## src/rtl/s8254_seq_if.sv

```systemverilog
// Command/response handshake and 8254 bus pins of the s8254_seq sequencer.
// slave = sequencer view, master = command source / bus-side view.
interface s8254_seq_if;
  logic        cmd_valid;
  logic        cmd_ready;
  logic [1:0]  cmd_op;
  logic [2:0]  cmd_mode;
  logic [1:0]  cmd_rw;
  logic        cmd_bcd;
  logic [15:0] cmd_count;
  logic        rsp_valid;
  logic [15:0] rsp_count;
  logic [7:0]  rsp_status;
  logic        rsp_err;
  logic        CS_N;
  logic [1:0]  a;
  logic [7:0]  dout;
  logic [7:0]  din;
  logic        IOR_N;
  logic        IOW_N;

  modport slave (
    input  cmd_valid, cmd_op, cmd_mode, cmd_rw, cmd_bcd, cmd_count, din,
    output cmd_ready, rsp_valid, rsp_count, rsp_status, rsp_err,
           CS_N, a, dout, IOR_N, IOW_N
  );

  modport master (
    output cmd_valid, cmd_op, cmd_mode, cmd_rw, cmd_bcd, cmd_count, din,
    input  cmd_ready, rsp_valid, rsp_count, rsp_status, rsp_err,
           CS_N, a, dout, IOR_N, IOW_N
  );
endinterface

```

## src/rtl/s8254_seq.sv

```systemverilog
// Command sequencer driving counter 0 of an 8254 over its 8-bit bus.
// Define S8254_SEQ_BCD_CHECK_EN to reject PROGRAM with bad BCD or mode-3 count of 1.
module s8254_seq #(
  parameter int unsigned STROBE_CYC = 2
) (
  input  logic        clk,
  input  logic        RST_N,
  s8254_seq_if.slave  bus
);

  typedef enum logic [2:0] {
    S_IDLE, S_SETUP, S_STROBE, S_HOLD, S_GAP, S_RESP
  } state_t;

  localparam logic [1:0] OP_PROG  = 2'b00;
  localparam logic [1:0] OP_LATCH = 2'b01;
  localparam logic [1:0] OP_RB    = 2'b10;

  state_t      state, state_nx;
  logic [3:0]  scnt;
  logic [1:0]  step, last_step;
  logic [1:0]  op_q, rw_q;
  logic [15:0] cnt_q;
  logic [7:0]  ctrl_q;
  logic [7:0]  rd_lo, rd_hi, rd_st;
  logic [15:0] rsp_count_q;
  logic [7:0]  rsp_status_q;
  logic        rsp_err_q;
  logic [1:0]  shadow_rw;
  logic        shadow_vld;

  logic        step_wr, step_hi, step_st;
  logic [1:0]  step_a;
  logic [7:0]  step_d;
  logic [1:0]  acc_rw;
  logic        acc_err, bcd_bad;

  // Step 0 is the control write, READBACK adds a status read, then 1 or 2 count bytes.
  assign last_step = 2'((op_q == OP_RB) ? 1 : 0) + ((rw_q == 2'b11) ? 2'd2 : 2'd1);

  always_comb begin
    step_wr = 1'b0;
    step_hi = 1'b0;
    step_st = 1'b0;
    step_a  = 2'b00;
    step_d  = '0;
    if (step == 2'd0) begin
      step_wr = 1'b1;
      step_a  = 2'b11;
      step_d  = ctrl_q;
    end else if (op_q == OP_RB && step == 2'd1) begin
      step_st = 1'b1;
    end else begin
      step_hi = (rw_q == 2'b10) || (rw_q == 2'b11 && step == last_step);
      step_wr = (op_q == OP_PROG);
      step_d  = step_hi ? cnt_q[15:8] : cnt_q[7:0];
    end
  end

`ifdef S8254_SEQ_BCD_CHECK_EN
  logic        lo_bad, hi_bad;
  logic [15:0] ld_cnt;
  always_comb begin
    lo_bad  = (bus.cmd_count[3:0] > 4'd9) || (bus.cmd_count[7:4] > 4'd9);
    hi_bad  = (bus.cmd_count[11:8] > 4'd9) || (bus.cmd_count[15:12] > 4'd9);
    ld_cnt  = bus.cmd_count;
    if (bus.cmd_rw == 2'b01) ld_cnt = {8'h00, bus.cmd_count[7:0]};
    if (bus.cmd_rw == 2'b10) ld_cnt = {bus.cmd_count[15:8], 8'h00};
    bcd_bad = (bus.cmd_bcd && ((bus.cmd_rw[0] && lo_bad) || (bus.cmd_rw[1] && hi_bad)))
           || (bus.cmd_mode[1:0] == 2'b11 && ld_cnt == 16'd1);
  end
`else
  assign bcd_bad = 1'b0;
`endif

  always_comb begin
    acc_rw  = (bus.cmd_op == OP_PROG) ? bus.cmd_rw : shadow_rw;
    acc_err = 1'b1;
    case (bus.cmd_op)
      OP_PROG:         acc_err = (bus.cmd_rw == 2'b00) || bcd_bad;
      OP_LATCH, OP_RB: acc_err = !shadow_vld;
      default:         acc_err = 1'b1;
    endcase
  end

  always_comb begin
    state_nx = state;
    case (state)
      S_IDLE:   if (bus.cmd_valid) state_nx = acc_err ? S_RESP : S_SETUP;
      S_SETUP:  state_nx = S_STROBE;
      S_STROBE: if (scnt == 4'(STROBE_CYC - 1)) state_nx = S_HOLD;
      S_HOLD:   state_nx = S_GAP;
      S_GAP:    state_nx = (step == last_step) ? S_RESP : S_SETUP;
      S_RESP:   state_nx = S_IDLE;
      default:  state_nx = S_IDLE;
    endcase
  end

  always_ff @(posedge clk or negedge RST_N) begin
    if (!RST_N) begin
      state        <= S_IDLE;
      scnt         <= '0;
      step         <= '0;
      op_q         <= '0;
      rw_q         <= '0;
      cnt_q        <= '0;
      ctrl_q       <= '0;
      rd_lo        <= '0;
      rd_hi        <= '0;
      rd_st        <= '0;
      rsp_count_q  <= '0;
      rsp_status_q <= '0;
      rsp_err_q    <= 1'b0;
      shadow_rw    <= '0;
      shadow_vld   <= 1'b0;
    end else begin
      state <= state_nx;
      case (state)
        S_IDLE: if (bus.cmd_valid) begin
          op_q  <= bus.cmd_op;
          rw_q  <= acc_rw;
          cnt_q <= bus.cmd_count;
          step  <= '0;
          rd_lo <= '0;
          rd_hi <= '0;
          rd_st <= '0;
          case (bus.cmd_op)
            OP_PROG: ctrl_q <= {2'b00, bus.cmd_rw, bus.cmd_mode, bus.cmd_bcd};
            OP_RB:   ctrl_q <= 8'hC2;
            default: ctrl_q <= 8'h00;
          endcase
          if (acc_err) begin
            rsp_err_q    <= 1'b1;
            rsp_count_q  <= '0;
            rsp_status_q <= '0;
          end
        end
        S_SETUP:  scnt <= '0;
        S_STROBE: scnt <= scnt + 4'd1;
        S_HOLD: if (!step_wr) begin
          if (step_st)      rd_st <= bus.din;
          else if (step_hi) rd_hi <= bus.din;
          else              rd_lo <= bus.din;
        end
        S_GAP: begin
          if (step == last_step) begin
            rsp_err_q    <= 1'b0;
            rsp_count_q  <= {rd_hi, rd_lo};
            rsp_status_q <= rd_st;
            if (op_q == OP_PROG) begin
              shadow_rw  <= rw_q;
              shadow_vld <= 1'b1;
            end
          end else begin
            step <= step + 2'd1;
          end
        end
        default: ;
      endcase
    end
  end

  // Bus pins decode straight from the state flop so reset releases them asynchronously.
  logic on_bus;
  assign on_bus         = (state == S_SETUP) || (state == S_STROBE) || (state == S_HOLD);
  assign bus.cmd_ready  = RST_N && (state == S_IDLE);
  assign bus.rsp_valid  = (state == S_RESP);
  assign bus.rsp_count  = rsp_count_q;
  assign bus.rsp_status = rsp_status_q;
  assign bus.rsp_err    = rsp_err_q;
  assign bus.CS_N       = !on_bus;
  assign bus.a          = (on_bus || state == S_GAP) ? step_a : 2'b00;
  assign bus.dout       = (on_bus || state == S_GAP) ? step_d : 8'h00;
  assign bus.IOW_N      = !(state == S_STROBE && step_wr);
  assign bus.IOR_N      = !(state == S_STROBE && !step_wr);

endmodule

```

## src/flat_wrapper.sv

```systemverilog
// flat-port wrapper written by rule: the top's interface ports become plain ports
module s8254_seq_flat 
#(
  parameter int unsigned STROBE_CYC = 2
)
  (clk, RST_N, bus_cmd_valid, bus_cmd_op, bus_cmd_mode, bus_cmd_rw, bus_cmd_bcd, bus_cmd_count, bus_din, bus_cmd_ready, bus_rsp_valid, bus_rsp_count, bus_rsp_status, bus_rsp_err, bus_CS_N, bus_a, bus_dout, bus_IOR_N, bus_IOW_N);
  s8254_seq_if bus_i ();
  input  logic clk;
  input  logic RST_N;
  input wire logic [$bits(bus_i.cmd_valid)-1:0] bus_cmd_valid;
  input wire logic [$bits(bus_i.cmd_op)-1:0] bus_cmd_op;
  input wire logic [$bits(bus_i.cmd_mode)-1:0] bus_cmd_mode;
  input wire logic [$bits(bus_i.cmd_rw)-1:0] bus_cmd_rw;
  input wire logic [$bits(bus_i.cmd_bcd)-1:0] bus_cmd_bcd;
  input wire logic [$bits(bus_i.cmd_count)-1:0] bus_cmd_count;
  input wire logic [$bits(bus_i.din)-1:0] bus_din;
  output wire logic [$bits(bus_i.cmd_ready)-1:0] bus_cmd_ready;
  output wire logic [$bits(bus_i.rsp_valid)-1:0] bus_rsp_valid;
  output wire logic [$bits(bus_i.rsp_count)-1:0] bus_rsp_count;
  output wire logic [$bits(bus_i.rsp_status)-1:0] bus_rsp_status;
  output wire logic [$bits(bus_i.rsp_err)-1:0] bus_rsp_err;
  output wire logic [$bits(bus_i.CS_N)-1:0] bus_CS_N;
  output wire logic [$bits(bus_i.a)-1:0] bus_a;
  output wire logic [$bits(bus_i.dout)-1:0] bus_dout;
  output wire logic [$bits(bus_i.IOR_N)-1:0] bus_IOR_N;
  output wire logic [$bits(bus_i.IOW_N)-1:0] bus_IOW_N;
  assign bus_i.cmd_valid = bus_cmd_valid;
  assign bus_i.cmd_op = bus_cmd_op;
  assign bus_i.cmd_mode = bus_cmd_mode;
  assign bus_i.cmd_rw = bus_cmd_rw;
  assign bus_i.cmd_bcd = bus_cmd_bcd;
  assign bus_i.cmd_count = bus_cmd_count;
  assign bus_i.din = bus_din;
  assign bus_cmd_ready = bus_i.cmd_ready;
  assign bus_rsp_valid = bus_i.rsp_valid;
  assign bus_rsp_count = bus_i.rsp_count;
  assign bus_rsp_status = bus_i.rsp_status;
  assign bus_rsp_err = bus_i.rsp_err;
  assign bus_CS_N = bus_i.CS_N;
  assign bus_a = bus_i.a;
  assign bus_dout = bus_i.dout;
  assign bus_IOR_N = bus_i.IOR_N;
  assign bus_IOW_N = bus_i.IOW_N;
  s8254_seq #(.STROBE_CYC(STROBE_CYC)) u_core (.clk(clk), .RST_N(RST_N), .bus(bus_i));
endmodule
```

## config.mk

```make
export PLATFORM = sky130hd
export DESIGN_NAME = s8254_seq_flat
export DESIGN_NICKNAME = d
export VERILOG_FILES = /design/src/rtl/s8254_seq_if.sv /design/src/rtl/s8254_seq.sv /design/src/flat_wrapper.sv
export SDC_FILE = /design/constraint.sdc
export NUM_CORES = 1
export LEC_CHECK = 0
export BUFFER_PORTS_ARGS = -buffer_cell sky130_fd_sc_hd__buf_2
export CAP_MARGIN = 0
export CORE_MARGIN = 8
export CORE_UTILIZATION = 25
export CTS_BUF_LIST = sky130_fd_sc_hd__clkbuf_8
export CTS_CLUSTER_DIAMETER = 150
export DETAILED_ROUTE_END_ITERATION = 16
export GPL_ROUTABILITY_DRIVEN = 0
export PLACE_DENSITY = 0.52
export SLEW_MARGIN = 15
export SYNTH_ARGS = -nofsm -noshare
export SYNTH_HDL_FRONTEND = slang
export SYNTH_SLANG_ARGS = --single-unit
export TNS_END_PERCENT = 50
```

## constraint.sdc

```tcl
create_clock -name clk -period 2.4 [get_ports clk]
set_input_delay 0.12 -clock clk [delete_from_list [all_inputs] [get_ports clk]]
set_output_delay 0.12 -clock clk [all_outputs]
set_load 0.005 [all_outputs]
```

==> After elaboration in Yosys (flattened, before gate mapping) <==
Cells that the tools add are included.
{ "word_totals": {"ff_bits": 89, "latchBits": 0, "ramBits": 0, "rom_bits": 0, "in_bits": 35, "word_cells": 122, "mem_count": 0} }
{ "op_classes": {"n_addsub": 3, "n_mul": 0, "div": 0, "order_cmp": 0, "n_eq_ne": 23, "shifts": 0, "muxes": 50, "bitwise": 0, "n_reduce_logical": 31} }
{ "ops": {"columns": ["operator", "n"], "rows": [
  ["2-to-1 mux 8 bit", 16],
  ["case mux 8 bit (2 select lines)", 5],
  ["2-to-1 mux 16 bit", 3],
  ["case mux 16 bit (2 select lines)", 1],
  ["case mux 3 bit (5 select lines)", 1],
  ["2-to-1 mux 2 bit", 6],
  ["2-to-1 mux 3 bit", 4],
  ["2-to-1 mux 1 bit", 10],
  ["!= test 2 x 1 -> 1 bit (second input constant)", 5],
  ["!= test 2 bit (second input constant)", 5],
  ["AND reduction 5 bit", 2],
  ["equality test 2 bit (second input constant)", 4],
  ["zero test 2 bit", 4],
  ["case mux 4 bit (2 select lines)", 1],
  ["AND reduction 4 bit", 2],
  ["equality test 3 x 2 -> 1 bit (second input constant)", 2],
  ["equality test 3 bit (second input constant)", 2],
  ["AND reduction 3 bit", 2],
  ["nonzero test 2 bit", 3],
  ["logical AND 1 bit", 5],
  ["zero test 1 bit", 5],
  ["adder 4 x 1 -> 4 bit (second input constant)", 1],
  ["equality test 2 x 1 -> 1 bit (second input constant)", 2],
  ["equality test 4 x 1 -> 1 bit (second input constant)", 1],
  ["10 further kinds", 15]
]} }

==> Longest topological paths before layout <==
{ "logic_depth": {"ltp_word": 12, "depth_mapped": 8} }

==> Least setup slack after synthesis <==
OpenSTA, ideal clock, no wires.
{ "synth_path": {"path_type": "reg2reg", "startpoint": "register u_core.rw_q[1]", "endpoint": "register u_core.rd_lo[0]", "setup_ns": 0.079, "arrival_time_ns": 2.245, "slack_ns": 0.075, "path_stages_with_launch": 9, "n_path_buf": 2, "period_less_slack_ns": 2.325, "path_cell_list": "dfrtp_1 clkbuf_1 nand2_1 ha_1 xnor2_1 o21ai_1 buf_4 a21oi_4 mux2i_1"} }
{ "synth_between": {"elab_chain_len": 10, "elab_cells_between_ends": 11} }
{ "synth_lines": {"columns": ["element", "line", "text"], "rows": [
  ["from (decl)", "s8254_seq.sv:22", "logic [1:0] op_q, rw_q;"],
  ["from (signal assigned)", "s8254_seq.sv:121", "rw_q <= acc_rw;"],
  ["equality test 2 bit", "s8254_seq.sv:39, s8254_seq.sv:54", null],
  ["2-to-1 mux 2 bit", "s8254_seq.sv:39", "assign last_step = 2'((op_q == OP_RB) ? 1 : 0) + ((rw_q == 2'b11) ? 2'd2 : 2'd1);"],
  ["adder 2 bit", "s8254_seq.sv:39", null],
  ["equality test 2 bit", "s8254_seq.sv:54", "step_hi = (rw_q == 2'b10) || (rw_q == 2'b11 && step == last_step);"],
  ["logical AND 1 bit", "s8254_seq.sv:54", null],
  ["logical OR 1 bit (*)", "s8254_seq.sv:54", null],
  ["2-to-1 mux 1 bit (*)", "s8254_seq.sv:51", "end else if (op_q == OP_RB && step == 2'd1) begin"],
  ["2-to-1 mux 1 bit (*)", "s8254_seq.sv:47", "if (step == 2'd0) begin"],
  ["!= test 2 bit (no line) (*)", null, null],
  ["AND reduction 5 bit (no line) (*)", null, null],
  ["to (signal assigned)", "s8254_seq.sv:143", "else rd_lo <= bus.din;"],
  ["to (decl)", "s8254_seq.sv:25", "logic [7:0] rd_lo, rd_hi, rd_st;"]
]} }
Mark *: on every way between the ends. The rest lies on a longest branch, timed or not.
A chain may end at the register's enable or synchronous reset.

==> Final worst setup path <==
{ "layout_path": {"startpoint": "register u_core.op_q[0]", "endpoint": "output bus_dout[2]"} }
{ "layout_between": {"elab_chain_len": 10, "elab_cells_between_ends": 11} }
{ "layout_lines": {"columns": ["element", "line", "text"], "rows": [
  ["from (decl)", "s8254_seq.sv:22", null],
  ["from (signal assigned)", "s8254_seq.sv:120", "op_q <= bus.cmd_op;"],
  ["equality test 2 bit (*)", "s8254_seq.sv:39, s8254_seq.sv:51", null],
  ["2-to-1 mux 1 bit", "s8254_seq.sv:39", null],
  ["adder 2 bit", "s8254_seq.sv:39", null],
  ["equality test 2 bit", "s8254_seq.sv:54", null],
  ["logical AND 1 bit", "s8254_seq.sv:54", null],
  ["logical OR 1 bit", "s8254_seq.sv:54", null],
  ["2-to-1 mux 8 bit", "s8254_seq.sv:56", "step_d = step_hi ? cnt_q[15:8] : cnt_q[7:0];"],
  ["2-to-1 mux 8 bit (*)", "s8254_seq.sv:51", null],
  ["2-to-1 mux 8 bit (*)", "s8254_seq.sv:47", null],
  ["2-to-1 mux 8 bit (*)", "s8254_seq.sv:173", "assign bus.dout = (on_bus || state == S_GAP) ? step_d : 8'h00;"],
  ["to (decl)", "flat_wrapper.sv:24", "output wire logic [$bits(bus_i.dout)-1:0] bus_dout;"]
]} }
Marks and branches as above.

==> impl_metrics.yaml <==
cts:
  cts_buffers: 9
  cts-root-buf: "clkbuf_8"
  clk_pin_slew_ps: 90
  insertion_delay_ps: 370
  htreeDepth: 3
  cts_tree: "done"
  clock_path_buffers: 2
  numClockSinks: 88
outcome:
  status: "completed"
worst_setup_path:
  required_ps: 2280
  cp_slowest_stage_delay_ps: 390
  crit_fanout: 11
  cp.arrival_ps: 2120
  crit_family: "flip-flops"
  crit_slowest_cell: "dfrtp_1"
  crit_path_end_kind: "primary output"
  ff2ff_setup_slack_ps: 340
  critPathBufInv: 2
  critPathKind: "flop to primary output"
  crit_chain: "nand2b_1, ha_4, xnor2_2, o21ai_1, buf_6, and2_4, o211ai_1, buf_2"
  crit_path_start_kind: "flop"
global_routing:
  grtUsageTotal_pct: 11.5
  grt_pass1_wl_um: 18000
  grt_pass1_vias: 3351
  grt_max_degree: 72
  grt_overflow: 0
  antenna_found_initial: 0
sta:
  finClkSkew_ps: 14.1
  hold_ws_ps: 26.3
  worstMarginPinSlew_ps: 627
  slew_viol_final: 0
  rsz0062_at_grt: "false"
  fin_crit_sh_pct: 93.3
  clock.fmax_mhz: 446
  finalSetupTns_ps: 0
  slew-limit-headroom_pct: 57.9
  final_hold_viol_count: 0
  min_period_ps: 2240
  layout_setup_ws_ps: 160
  setup_viol: 0
yosys:
  synth_xor_area_share_pct: 0.656
  syn_avg_cell_area_sq_um: 10.1
  syn-num-nets: 438
  synthAdderAreaFrac_pct: 2.50
  ys_async_sr_fraction_pct: 100
  synth_seq_cells: 88
  synthCells: 395
  synth_edf_count: 0
  yosys.area_share.simple_pct: 19.5
  synth_top_family_by_area: "simple AND/OR/NAND/NOR gates"
  yosysSeqAreaShare_pct: 55.0
  syn_area_sq_um: 4010
  ys.flop_type: "dfrtp_1"
  synth_compound_area_share_pct: 13.5
  ys_types: 42
  synthMuxAreaShare_pct: 5.56
  yosys_warnings: 0
routing:
  first_iter_violations: 164
  first_pass_iters: 4
  vias: 3247
  drc: 0
  wl_per_cell_um: 15.6
  antenna_left: 0
  wl_um: 11200
  vias_per_cell: 4.52
layout:
  fill_cells: 1680
  final_cell_mix: "nand2_1 (114), dfrtp_1 (87), buf_2 (73)"
  nets: 540
  antenna_cells: 0
  final_common_cell: "nand2_1"
  final_core_util_pct: 32.6
  drive_gt1_share_pct: 25.1
  area_growth_pct: 28.3
die:
  start_util_pct: 25.4
  die_x_um: 143
  core_area_sq_um: 15800
  die_h_um: 143
  fp-row-count: 46
  die-area_sq_um: 20300
  pin_count: 75
power_and_ir_drop:
  p_leak_nw: 2.50
  finalPower_mw: 5.48
  vdd_ir_drop_max_v: 0.000427
  powerDensity_nw_per_um2: 1070
place:
  dpl_worst_slack_ps: 395
  io_buffer_count: 74
  place_hpwl_um: 7660
flow_run:
  maxCapViolations: 0
min_path:
  min_path_type: "input port to flop"
==> final timing paths <==
check	cells past startpoint	end	startpoint
max reg2reg	8	u_core.bus.rsp_count[7]	u_core.op_q[0]
min reg2reg	2	u_core.ctrl_q[0]	u_core.ctrl_q[0]
max	8	bus_dout[2]	u_core.op_q[0]
min in group asynchronous	2	u_core.cnt_q[5]	RST_N
max in group asynchronous	3	u_core.bus.rsp_status[0]	RST_N
min	3	u_core.ctrl_q[5]	bus_cmd_rw[1]
==> metal layers <==
layer,vias to the layer above,global-route usage [%],wire [um]
met5,-,0,0
met1,1565,14.6,5130
met3,14,4.19,859
met4,0,4.08,186
met2,95,17.4,5040
li1,1573,-,-
==> worst register-to-register path, stage by stage (launching register included) <==
cell      delay [ps]
dfrtp_1          390
nand2b_1         180
ha_4             230
xnor2_2          140
buf_4            130
buf_4            140
nor4b_4          240
buf_4            350
a22o_1           220
==> cells in the mapped netlist, types with 6 or more instances <==
library cell | number | area share, %
nand2_1 | 114 | 11
nand3_1 | 8 | 1.0
nand4_1 | 8 | 1.2
clkbuf_1 | 9 | 0.84
buf_2 | 11 | 1.4
mux2i_1 | 20 | 5.0
nor3_1 | 7 | 0.87
inv_1 | 6 | 0.56
dfrtp_1 | 88 | 55
a22o_1 | 25 | 5.5
nor2_1 | 11 | 1.0
o211ai_1 | 9 | 1.7
o21ai_0 | 23 | 2.9
a21oi_1 | 11 | 1.4
ha_1 | 8 | 2.5
==> metrics by stage <==
step / std cells / area (sq um)
2_1_floorplan: 395 / 4010
3_3_place_gp: 680 / 4700
3_5_place_dp: 680 / 4700
4_1_cts: 716 / 5090
5_1_grt: 718 / 5140
6_report: 718 / 5140
==> registers in the layout (all words and copies together), names as in the netlist <==
register,count
u_core.bus.rsp_count,16
u_core.bus.rsp_err,1
u_core.bus.rsp_status,8
u_core.cnt_q,16
u_core.ctrl_q,7
u_core.op_q,2
u_core.rd_hi,8
u_core.rd_lo,8
u_core.rd_st,8
u_core.rw_q,2
u_core.scnt,4
u_core.shadow_rw,2
u_core.shadow_vld,1
u_core.state,3
u_core.step,2
==> final cells by class <==
| class | instances | area, sq um | share of cell area [%] |
|---|---|---|---|
| Inverter | 7 | 26.3 | 0.511 |
| Sequential cell | 88 | 2200 | 42.9 |
| Timing Repair Buffer | 114 | 756 | 14.7 |
| Clock buffer | 9 | 124 | 2.41 |
| Tap cell | 216 | 270 | 5.26 |
| Clock inverter | 7 | 55.1 | 1.07 |
| Multi-Input combinational cell | 277 | 1710 | 33.2 |
==> kinds of logic after synthesis <==
family,after synthesis
AO/OA/AOI/OAI,75
AND/OR/NAND/NOR,169
flip-flops,88
buffers and inverters,30
XOR/XNOR,3
adder cells (fa/ha/maj),8
multiplexers,22
==> power breakdown <==
| group | switching, mW | internal, mW | total (mW) |
|---|---|---|---|
| clock network | 0.570 | 0.385 | 0.955 |
| registers | 0.300 | 1.85 | 2.15 |
| logic | 1.36 | 1.01 | 2.37 |
| total | 2.23 | 3.25 | 5.48 |
==> repair_timing <==
item,4_1_cts,5_1_grt
endpoints found under the hold margin,36,0
buffers inserted,0,2
setup endpoints to repair,8,8
resized for setup,3,5
cloned,0,0
pin swaps,0,3
hold buffers,20,0
Note: power is estimated with default switching activity, not from simulation.
